## src/rtl/reorder_buffer_pkg.sv

```systemverilog
// Shared ROB constants and entry-type encodings, used by the dispatcher and LSB.
// The lookup helper packs {ready, value} for the dispatcher operand ports.
package reorder_buffer_pkg;

  localparam int ROB_WIDTH_BIT = 4;
  localparam int ROB_TYPE_BIT  = 2;

  typedef enum logic [ROB_TYPE_BIT-1:0] {
    ROB_TYPE_REG    = 2'd0,
    ROB_TYPE_STORE  = 2'd1,
    ROB_TYPE_BRANCH = 2'd2,
    ROB_TYPE_EXIT   = 2'd3
  } rob_type_e;

  function automatic logic is_mispredict(input logic [ROB_TYPE_BIT-1:0] typ,
                                         input logic taken, input logic pred);
    return (typ == ROB_TYPE_BRANCH) && (taken != pred);
  endfunction

  // Stored result beats an in-flight ALU broadcast, which beats an LSB broadcast.
  function automatic logic [32:0] rob_lookup(input logic ent_ready, input logic [31:0] ent_value,
                                             input logic rs_hit, input logic [31:0] rs_val,
                                             input logic lsb_hit, input logic [31:0] lsb_val);
    logic [32:0] r;
    if (ent_ready) begin
      r = {1'b1, ent_value};
    end else if (rs_hit) begin
      r = {1'b1, rs_val};
    end else if (lsb_hit) begin
      r = {1'b1, lsb_val};
    end else begin
      r = 33'd0;
    end
    return r;
  endfunction

endpackage

```

## src/rtl/reorder_buffer.sv

```systemverilog
// In-order retirement ring: allocates ids at the tail, captures ALU/LSB results,
// answers operand lookups with bypass, retires the head and flushes on mispredict.
module reorder_buffer
  import reorder_buffer_pkg::*;
#(
  parameter int ROB_SIZE_BIT = ROB_WIDTH_BIT
) (
  input  logic                    clk_in,
  input  logic                    rst_in,
  input  logic                    rdy_in,
  input  logic                    issue_valid,
  input  logic [ROB_TYPE_BIT-1:0] issue_type,
  input  logic [4:0]              issue_rd,
  input  logic                    issue_ready,
  input  logic [31:0]             issue_value,
  input  logic [31:0]             issue_alt_pc,
  output logic                    full,
  output logic [ROB_SIZE_BIT-1:0] tail_id,
  input  logic                    rs_ready,
  input  logic [ROB_SIZE_BIT-1:0] rs_rob_id,
  input  logic [31:0]             rs_value,
  input  logic                    lsb_ready,
  input  logic [ROB_SIZE_BIT-1:0] lsb_rob_id,
  input  logic [31:0]             lsb_value,
  input  logic [ROB_SIZE_BIT-1:0] q1_id,
  input  logic [ROB_SIZE_BIT-1:0] q2_id,
  output logic                    q1_ready,
  output logic                    q2_ready,
  output logic [31:0]             q1_value,
  output logic [31:0]             q2_value,
  output logic                    commit_valid,
  output logic [ROB_SIZE_BIT-1:0] commit_rob_id,
  output logic [ROB_TYPE_BIT-1:0] commit_type,
  output logic [4:0]              commit_rd,
  output logic [31:0]             commit_value,
  output logic                    flush_valid,
  output logic [31:0]             flush_pc
);

  localparam int DEPTH = 1 << ROB_SIZE_BIT;
  localparam logic [ROB_SIZE_BIT:0]   CNT_FULL = {1'b1, {ROB_SIZE_BIT{1'b0}}};
  localparam logic [ROB_SIZE_BIT-1:0] ID_ONE   = {{(ROB_SIZE_BIT-1){1'b0}}, 1'b1};

  logic [DEPTH-1:0]        busy_q, busy_d, ready_q, ready_d, pred_q, pred_d;
  logic [ROB_TYPE_BIT-1:0] type_q [DEPTH];
  logic [ROB_TYPE_BIT-1:0] type_d [DEPTH];
  logic [4:0]              rd_q [DEPTH];
  logic [4:0]              rd_d [DEPTH];
  logic [31:0]             value_q [DEPTH];
  logic [31:0]             value_d [DEPTH];
  logic [31:0]             alt_pc_q [DEPTH];
  logic [31:0]             alt_pc_d [DEPTH];
  logic [ROB_SIZE_BIT-1:0] head_q, head_d, tail_q, tail_d;
  logic [ROB_SIZE_BIT:0]   count_q, count_d;
  logic                    full_q, full_d;
  logic                    commit_valid_q, commit_valid_d, flush_valid_q, flush_valid_d;
  logic [ROB_SIZE_BIT-1:0] commit_rob_id_q, commit_rob_id_d;
  logic [ROB_TYPE_BIT-1:0] commit_type_q, commit_type_d;
  logic [4:0]              commit_rd_q, commit_rd_d;
  logic [31:0]             commit_value_q, commit_value_d, flush_pc_q, flush_pc_d;

  logic issue_fire_s, commit_fire_s, mispredict_s, rs_wb_s, lsb_wb_s;
  logic [32:0] q1_s, q2_s;

  // Wrong-path cycle: while a flush is visible every state-changing request is dropped.
  always_comb begin
    issue_fire_s  = issue_valid && !full_q && !flush_valid_q;
    commit_fire_s = busy_q[head_q] && ready_q[head_q] && !flush_valid_q;
    mispredict_s  = commit_fire_s && is_mispredict(type_q[head_q], value_q[head_q][0], pred_q[head_q]);
    rs_wb_s       = rs_ready && busy_q[rs_rob_id] && !ready_q[rs_rob_id] && !flush_valid_q;
    lsb_wb_s      = lsb_ready && busy_q[lsb_rob_id] && !ready_q[lsb_rob_id] && !flush_valid_q;
  end

  // Next-state for the ring, the retire path and the redirect.
  always_comb begin
    busy_d          = busy_q;
    ready_d         = ready_q;
    pred_d          = pred_q;
    type_d          = type_q;
    rd_d            = rd_q;
    value_d         = value_q;
    alt_pc_d        = alt_pc_q;
    head_d          = head_q;
    tail_d          = tail_q;
    commit_valid_d  = 1'b0;
    commit_rob_id_d = commit_rob_id_q;
    commit_type_d   = commit_type_q;
    commit_rd_d     = commit_rd_q;
    commit_value_d  = commit_value_q;
    flush_valid_d   = 1'b0;
    flush_pc_d      = flush_pc_q;
    if (rs_wb_s) begin
      ready_d[rs_rob_id] = 1'b1;
      value_d[rs_rob_id] = rs_value;
    end else begin
      ready_d = ready_d;
    end
    // Applied second so the LSB result wins a same-id collision.
    if (lsb_wb_s) begin
      ready_d[lsb_rob_id] = 1'b1;
      value_d[lsb_rob_id] = lsb_value;
    end else begin
      ready_d = ready_d;
    end
    if (issue_fire_s) begin
      busy_d[tail_q]   = 1'b1;
      ready_d[tail_q]  = issue_ready;
      type_d[tail_q]   = issue_type;
      rd_d[tail_q]     = issue_rd;
      value_d[tail_q]  = issue_value;
      pred_d[tail_q]   = (issue_type == ROB_TYPE_BRANCH) ? issue_value[0] : 1'b0;
      alt_pc_d[tail_q] = issue_alt_pc;
      tail_d           = tail_q + ID_ONE;
    end else begin
      tail_d = tail_q;
    end
    if (commit_fire_s) begin
      busy_d[head_q]  = 1'b0;
      head_d          = head_q + ID_ONE;
      commit_valid_d  = 1'b1;
      commit_rob_id_d = head_q;
      commit_type_d   = type_q[head_q];
      commit_rd_d     = rd_q[head_q];
      commit_value_d  = value_q[head_q];
    end else begin
      head_d = head_q;
    end
    count_d = count_q + (ROB_SIZE_BIT+1)'(issue_fire_s) - (ROB_SIZE_BIT+1)'(commit_fire_s);
    if (mispredict_s) begin
      busy_d        = '0;
      ready_d       = '0;
      head_d        = '0;
      tail_d        = '0;
      count_d       = '0;
      flush_valid_d = 1'b1;
      flush_pc_d    = alt_pc_q[head_q];
    end else begin
      flush_valid_d = 1'b0;
    end
    full_d = (count_d == CNT_FULL);
  end

  // State register; rdy_in low freezes everything, including the output pulses.
  always_ff @(posedge clk_in or negedge rst_in) begin
    if (!rst_in) begin
      busy_q          <= '0;
      ready_q         <= '0;
      pred_q          <= '0;
      for (int i = 0; i < DEPTH; i++) begin
        type_q[i]   <= '0;
        rd_q[i]     <= 5'd0;
        value_q[i]  <= 32'd0;
        alt_pc_q[i] <= 32'd0;
      end
      head_q          <= '0;
      tail_q          <= '0;
      count_q         <= '0;
      full_q          <= 1'b0;
      commit_valid_q  <= 1'b0;
      commit_rob_id_q <= '0;
      commit_type_q   <= '0;
      commit_rd_q     <= 5'd0;
      commit_value_q  <= 32'd0;
      flush_valid_q   <= 1'b0;
      flush_pc_q      <= 32'd0;
    end else if (rdy_in) begin
      busy_q          <= busy_d;
      ready_q         <= ready_d;
      pred_q          <= pred_d;
      type_q          <= type_d;
      rd_q            <= rd_d;
      value_q         <= value_d;
      alt_pc_q        <= alt_pc_d;
      head_q          <= head_d;
      tail_q          <= tail_d;
      count_q         <= count_d;
      full_q          <= full_d;
      commit_valid_q  <= commit_valid_d;
      commit_rob_id_q <= commit_rob_id_d;
      commit_type_q   <= commit_type_d;
      commit_rd_q     <= commit_rd_d;
      commit_value_q  <= commit_value_d;
      flush_valid_q   <= flush_valid_d;
      flush_pc_q      <= flush_pc_d;
    end
  end

  // Dispatcher operand lookups with same-cycle broadcast bypass.
  always_comb begin
    q1_s = rob_lookup(ready_q[q1_id], value_q[q1_id], rs_ready && (rs_rob_id == q1_id), rs_value,
                      lsb_ready && (lsb_rob_id == q1_id), lsb_value);
    q2_s = rob_lookup(ready_q[q2_id], value_q[q2_id], rs_ready && (rs_rob_id == q2_id), rs_value,
                      lsb_ready && (lsb_rob_id == q2_id), lsb_value);
  end

  assign q1_ready      = q1_s[32];
  assign q1_value      = q1_s[31:0];
  assign q2_ready      = q2_s[32];
  assign q2_value      = q2_s[31:0];
  assign full          = full_q;
  assign tail_id       = tail_q;
  assign commit_valid  = commit_valid_q;
  assign commit_rob_id = commit_rob_id_q;
  assign commit_type   = commit_type_q;
  assign commit_rd     = commit_rd_q;
  assign commit_value  = commit_value_q;
  assign flush_valid   = flush_valid_q;
  assign flush_pc      = flush_pc_q;

endmodule

```

## config.mk

```make
export PLATFORM = sky130hd
export DESIGN_NAME = reorder_buffer
export DESIGN_NICKNAME = d
export VERILOG_FILES = /design/src/rtl/reorder_buffer_pkg.sv /design/src/rtl/reorder_buffer.sv
export SDC_FILE = /design/constraint.sdc
export NUM_CORES = 2
export LEC_CHECK = 0
export CORE_AREA = 2 2 372 374
export CTS_CLUSTER_DIAMETER = 150
export DETAILED_ROUTE_END_ITERATION = 12
export DIE_AREA = 0 0 374 376
export PLACE_DENSITY = 0.73
export SLEW_MARGIN = 0
export SYNTH_ARGS = -nofsm -noshare
export SYNTH_HDL_FRONTEND = slang
export SYNTH_SLANG_ARGS = --single-unit
export TNS_END_PERCENT = 20
```

## constraint.sdc

```tcl
create_clock -name clk_in -period 14 [get_ports clk_in]
set_input_delay 2.1 -clock clk_in [delete_from_list [all_inputs] [get_ports clk_in]]
set_output_delay 2.1 -clock clk_in [all_outputs]
set_load 0.01 [all_outputs]
```

==> run metrics <==
Final Skew roughly 30 ps; DRT antenna net count 0; terminus of the critical flop-to-flop path full$_DFFE_PN0P_; Layout Nets ~6500; fin area between 80000 and 90000 um^2; total area of multi-input combinational cells roughly 40000 um^2; CTS tree built; cell types occupying the most area after synthesis sky130_fd_sc_hd__dfrtp_1, sky130_fd_sc_hd__mux4_2, sky130_fd_sc_hd__mux2_2, sky130_fd_sc_hd__nand2_1, sky130_fd_sc_hd__clkbuf_1; fillers between 10000 and 15000; area share of the leading cell type in the synthesized netlist between 40% and 50%; count of yosys warnings during synthesis 0; FF-to-FF setup slack ~7100 ps; cell-by-cell trace of the critical path clkdlybuf4s50_1 -> xnor2_1 -> nand2_1 -> nor4_2 -> buf_4 -> nor2_4 -> buf_4 -> a22oi_1 -> o21ai_0 -> clkdlybuf4s50_1; average instance area after synthesis 11.31 um^2; worst flop-to-flop path startpoint head_q[0]$_DFFE_PN0P_; register cell area after layout ~32000 um^2; Seq cells post-synth approximately 1300; maxcap violations 2; post-route DRC violation count 0; RSZ-0062 raised after global routing no; Worst-path clk slew ~60 ps; dominant cell type by area after synthesis sky130_fd_sc_hd__dfrtp_1; measured slew at the worst slew-check pin between 1500 and 2000 ps; final period utilization 59.89%; via count of the first global-routing pass around 62000; floorplan die width between 300 and 400 um; Post-synth top cells sky130_fd_sc_hd__dfrtp_1, sky130_fd_sc_hd__mux4_2, sky130_fd_sc_hd__nand2_1; P_leak ~34 nW; Met2 Wirelength between 100 and 150 mm; main flop type after synthesis sky130_fd_sc_hd__dfrtp_1; Reg2Reg Depth 15; TritonCTS buffer count between 100 and 150; final slew viol count 18; hold path startpoint alt_pc_q[409]$_DFFE_PN0P_; critical path start-end classification in -> out; weighted congestion at the end of routability-driven global placement 0.9822; y dimension of the die 376 um; peak fanout along the critical path 28; standard cell core area around 140000 um^2; total count of hold-check failures in the final report 0; worst endpoint data arrival time between 6000 and 7000 ps; setup TNS after final layout 0 ps; final routed wirelength across all metal layers about 290 mm; Startpoint Class primary input; clock latency on the worst-skew pair between 800 and 900 ps; Total Die Area between 100000 and 150000 um^2; minimum clock period after layout 8384 ps; endpoint of the worst hold path alt_pc_q[409]$_DFFE_PN0P_; wire per inst roughly 35 um; Max rail drop VDD 0.2472 mV; CTS Hold Bufs 0; proportion of synthesized chip area in sequential cells between 40% and 50%; cell depth of the worst hold path 2; detailed-route via count about 63000; placed wire-length estimate around 160 mm; global-route wire length before repair around 420 mm; effective utilization at floorplan a little over half; DR vias/cell 7.625; number of input and output port buffers inserted slightly above 300; aggregate global-route resource usage roughly two fifths; placed inst area ~78000 um^2; Clock Root Buffer sky130_fd_sc_hd__clkbuf_16; status finished with violations; total routed wire length on the met1 layer 96.47 mm; share of layout cells above drive strength 1 28.33%; failing checks capacitance limit, slew limit; critical path's largest stage delay between 900 and 1000 ps; CTS sink count between 1000 and 1500; Syn Inst Count around 6600; number of top-level design ports between 300 and 400; row count about 140; endpoint class of the critical path output pin; Final Power 18.22 mW; number of enable flip-flop cells after synthesis 0; worst hold margin 469.7 ps; worst relative slew slack -7.897%; required time of the worst setup path 11900 ps; top layer used by detailed routing met5; initial antenna violation count 33; async set-reset flop share out of synthesis 100.0%; post-synthesis instance area around 75000 um^2; global route total overflow 0; most common cell in the synthesized netlist sky130_fd_sc_hd__dfrtp_1; maximum frequency from static timing analysis about 120 MHz; # resized after CTS 0; met3 layer wire length in the routed design between 40 and 50 mm; post-synthesis net count 6776; Max clock buf depth 3; largest net degree at the start of global routing about 200; pwr dens between 200 and 250 nW/um^2; buffers inserted by post-CTS timing repair 0; number of levels in the clock H-tree 4; CP max stage cell sky130_fd_sc_hd__clkdlybuf4s50_1; Cell variety after synth between 70 and 80; detailed-routing iteration count for the pre-antenna-repair pass 12; number of setup violations in the final report 0; number of DRC violations after detailed-routing iteration 0 10725; layout overhead on the synthesized area 11.37%; hold crit path type reg -> reg
## registers in the layout, indices dropped and copies added, names as in the netlist
register       count
flush_pc          32
commit_value      32
pred_q            16
ready_q           16
alt_pc_q         512
rd_q              80
busy_q            16
tail_id            4
full               1
commit_valid       1
commit_rob_id      4
flush_valid        1
type_q            32
commit_rd          5
value_q          512
count_q            5
commit_type        2
head_q             4
## metal layers
metal  vias to the layer above  GRT usage (%)
met1                     31535          50.00
met5                         -          1.063
met2                      5713          57.52
met3                      1561          19.17
met4                        54          25.81
li1                      24447              -
## power breakdown
group | switching [mW] | total (mW) | internal [mW]
Clock | 1.64 | 3.85 | 2.21
Combinational | 3.42 | 7.50 | 4.07
Sequential | 1.52 | 6.86 | 5.35
Total | 6.59 | 18.2 | 11.6
## worst max path at each step
| stage | startpoint | end | slack, ps | cells past startpoint |
|---|---|---|---|---|
| 2_1_floorplan | q1_id[0] | q1_value[10] | 7430 | 7 |
| 3_3_place_gp | q2_id[0] | q2_value[5] | 5790 | 8 |
| 3_5_place_dp | rs_rob_id[0] | q2_value[5] | 5720 | 9 |
| 4_1_cts | rs_rob_id[0] | q2_value[5] | 5700 | 9 |
| 5_1_grt | q2_id[0] | q2_value[5] | 5440 | 8 |
| 6_report | rs_rob_id[1] | q1_value[4] | 5620 | 10 |
## cell type report
type,instances,area share (%)
diodes,22,0.06620
well taps,1794,2.699
flip-flops and latches,1275,38.38
inverters,32,0.1519
clock buffers,199,4.992
multi-input cells,4474,47.89
clock inverters,55,0.7146
repair buffers,452,5.112
## critical path, delay by kind of cell
| family | cells | cell delay, ps |
|---|---|---|
| AO/OA/AOI/OAI | 2 | 340 |
| XOR/XNOR | 1 | 190 |
| buffers and inverters | 4 | 2440 |
| AND/OR/NAND/NOR | 3 | 1130 |
## per-stage QoR
stage	setup WS (ps)	instances	utilization, %
after floorplan	7430	6604	-
after detailed placement	5717	8027	57.35
after CTS	5698	8281	60.83
after global routing	5440	8288	60.84
after global placement	5792	8027	57.35
final	5616	8303	60.87
## logic make-up after synthesis
logic type	synth area share, %
multiplexers	29.57
buffers and inverters	4.474
flip-flops	42.73
AO/OA/AOI/OAI	13.59
AND/OR/NAND/NOR	9.112
XOR/XNOR	0.2915
adder cells (fa/ha/maj)	0.2446
## cells in the final DEF, fill, tap and decap left out, types with 10 or more instances in the layout
cell type,netlist,routed
sky130_fd_sc_hd__ha_1,13,13
sky130_fd_sc_hd__mux2i_1,15,15
sky130_fd_sc_hd__o221ai_1,64,64
sky130_fd_sc_hd__nor2b_1,10,10
sky130_fd_sc_hd__xnor2_1,10,10
sky130_fd_sc_hd__o22ai_1,176,176
sky130_fd_sc_hd__clkdlybuf4s50_1,0,295
sky130_fd_sc_hd__nor3_1,132,130
sky130_fd_sc_hd__a21oi_1,455,453
sky130_fd_sc_hd__o221a_2,100,100
sky130_fd_sc_hd__or3_1,87,86
sky130_fd_sc_hd__clkinv_2,0,31
sky130_fd_sc_hd__nand2_1,653,634
sky130_fd_sc_hd__nand2_2,0,10
sky130_fd_sc_hd__or2_2,12,12
sky130_fd_sc_hd__o22a_1,150,150
sky130_fd_sc_hd__buf_4,4,143
sky130_fd_sc_hd__a311oi_1,18,18
sky130_fd_sc_hd__inv_1,29,29
sky130_fd_sc_hd__a221oi_1,22,22
sky130_fd_sc_hd__o21ai_0,416,416
sky130_fd_sc_hd__dfrtp_1,1275,1272
sky130_fd_sc_hd__a22oi_1,72,72
sky130_fd_sc_hd__clkbuf_1,631,22
sky130_fd_sc_hd__nand3_2,0,13
sky130_fd_sc_hd__clkbuf_16,0,145
sky130_fd_sc_hd__clkbuf_8,0,32
sky130_fd_sc_hd__nor2_1,604,597
sky130_fd_sc_hd__nand3_1,25,11
sky130_fd_sc_hd__xor2_1,13,13
sky130_fd_sc_hd__diode_2,0,22
sky130_fd_sc_hd__mux4_2,702,702
sky130_fd_sc_hd__mux2_2,542,542
sky130_fd_sc_hd__o32ai_1,16,16
Power figures use the tool's default switching activity.
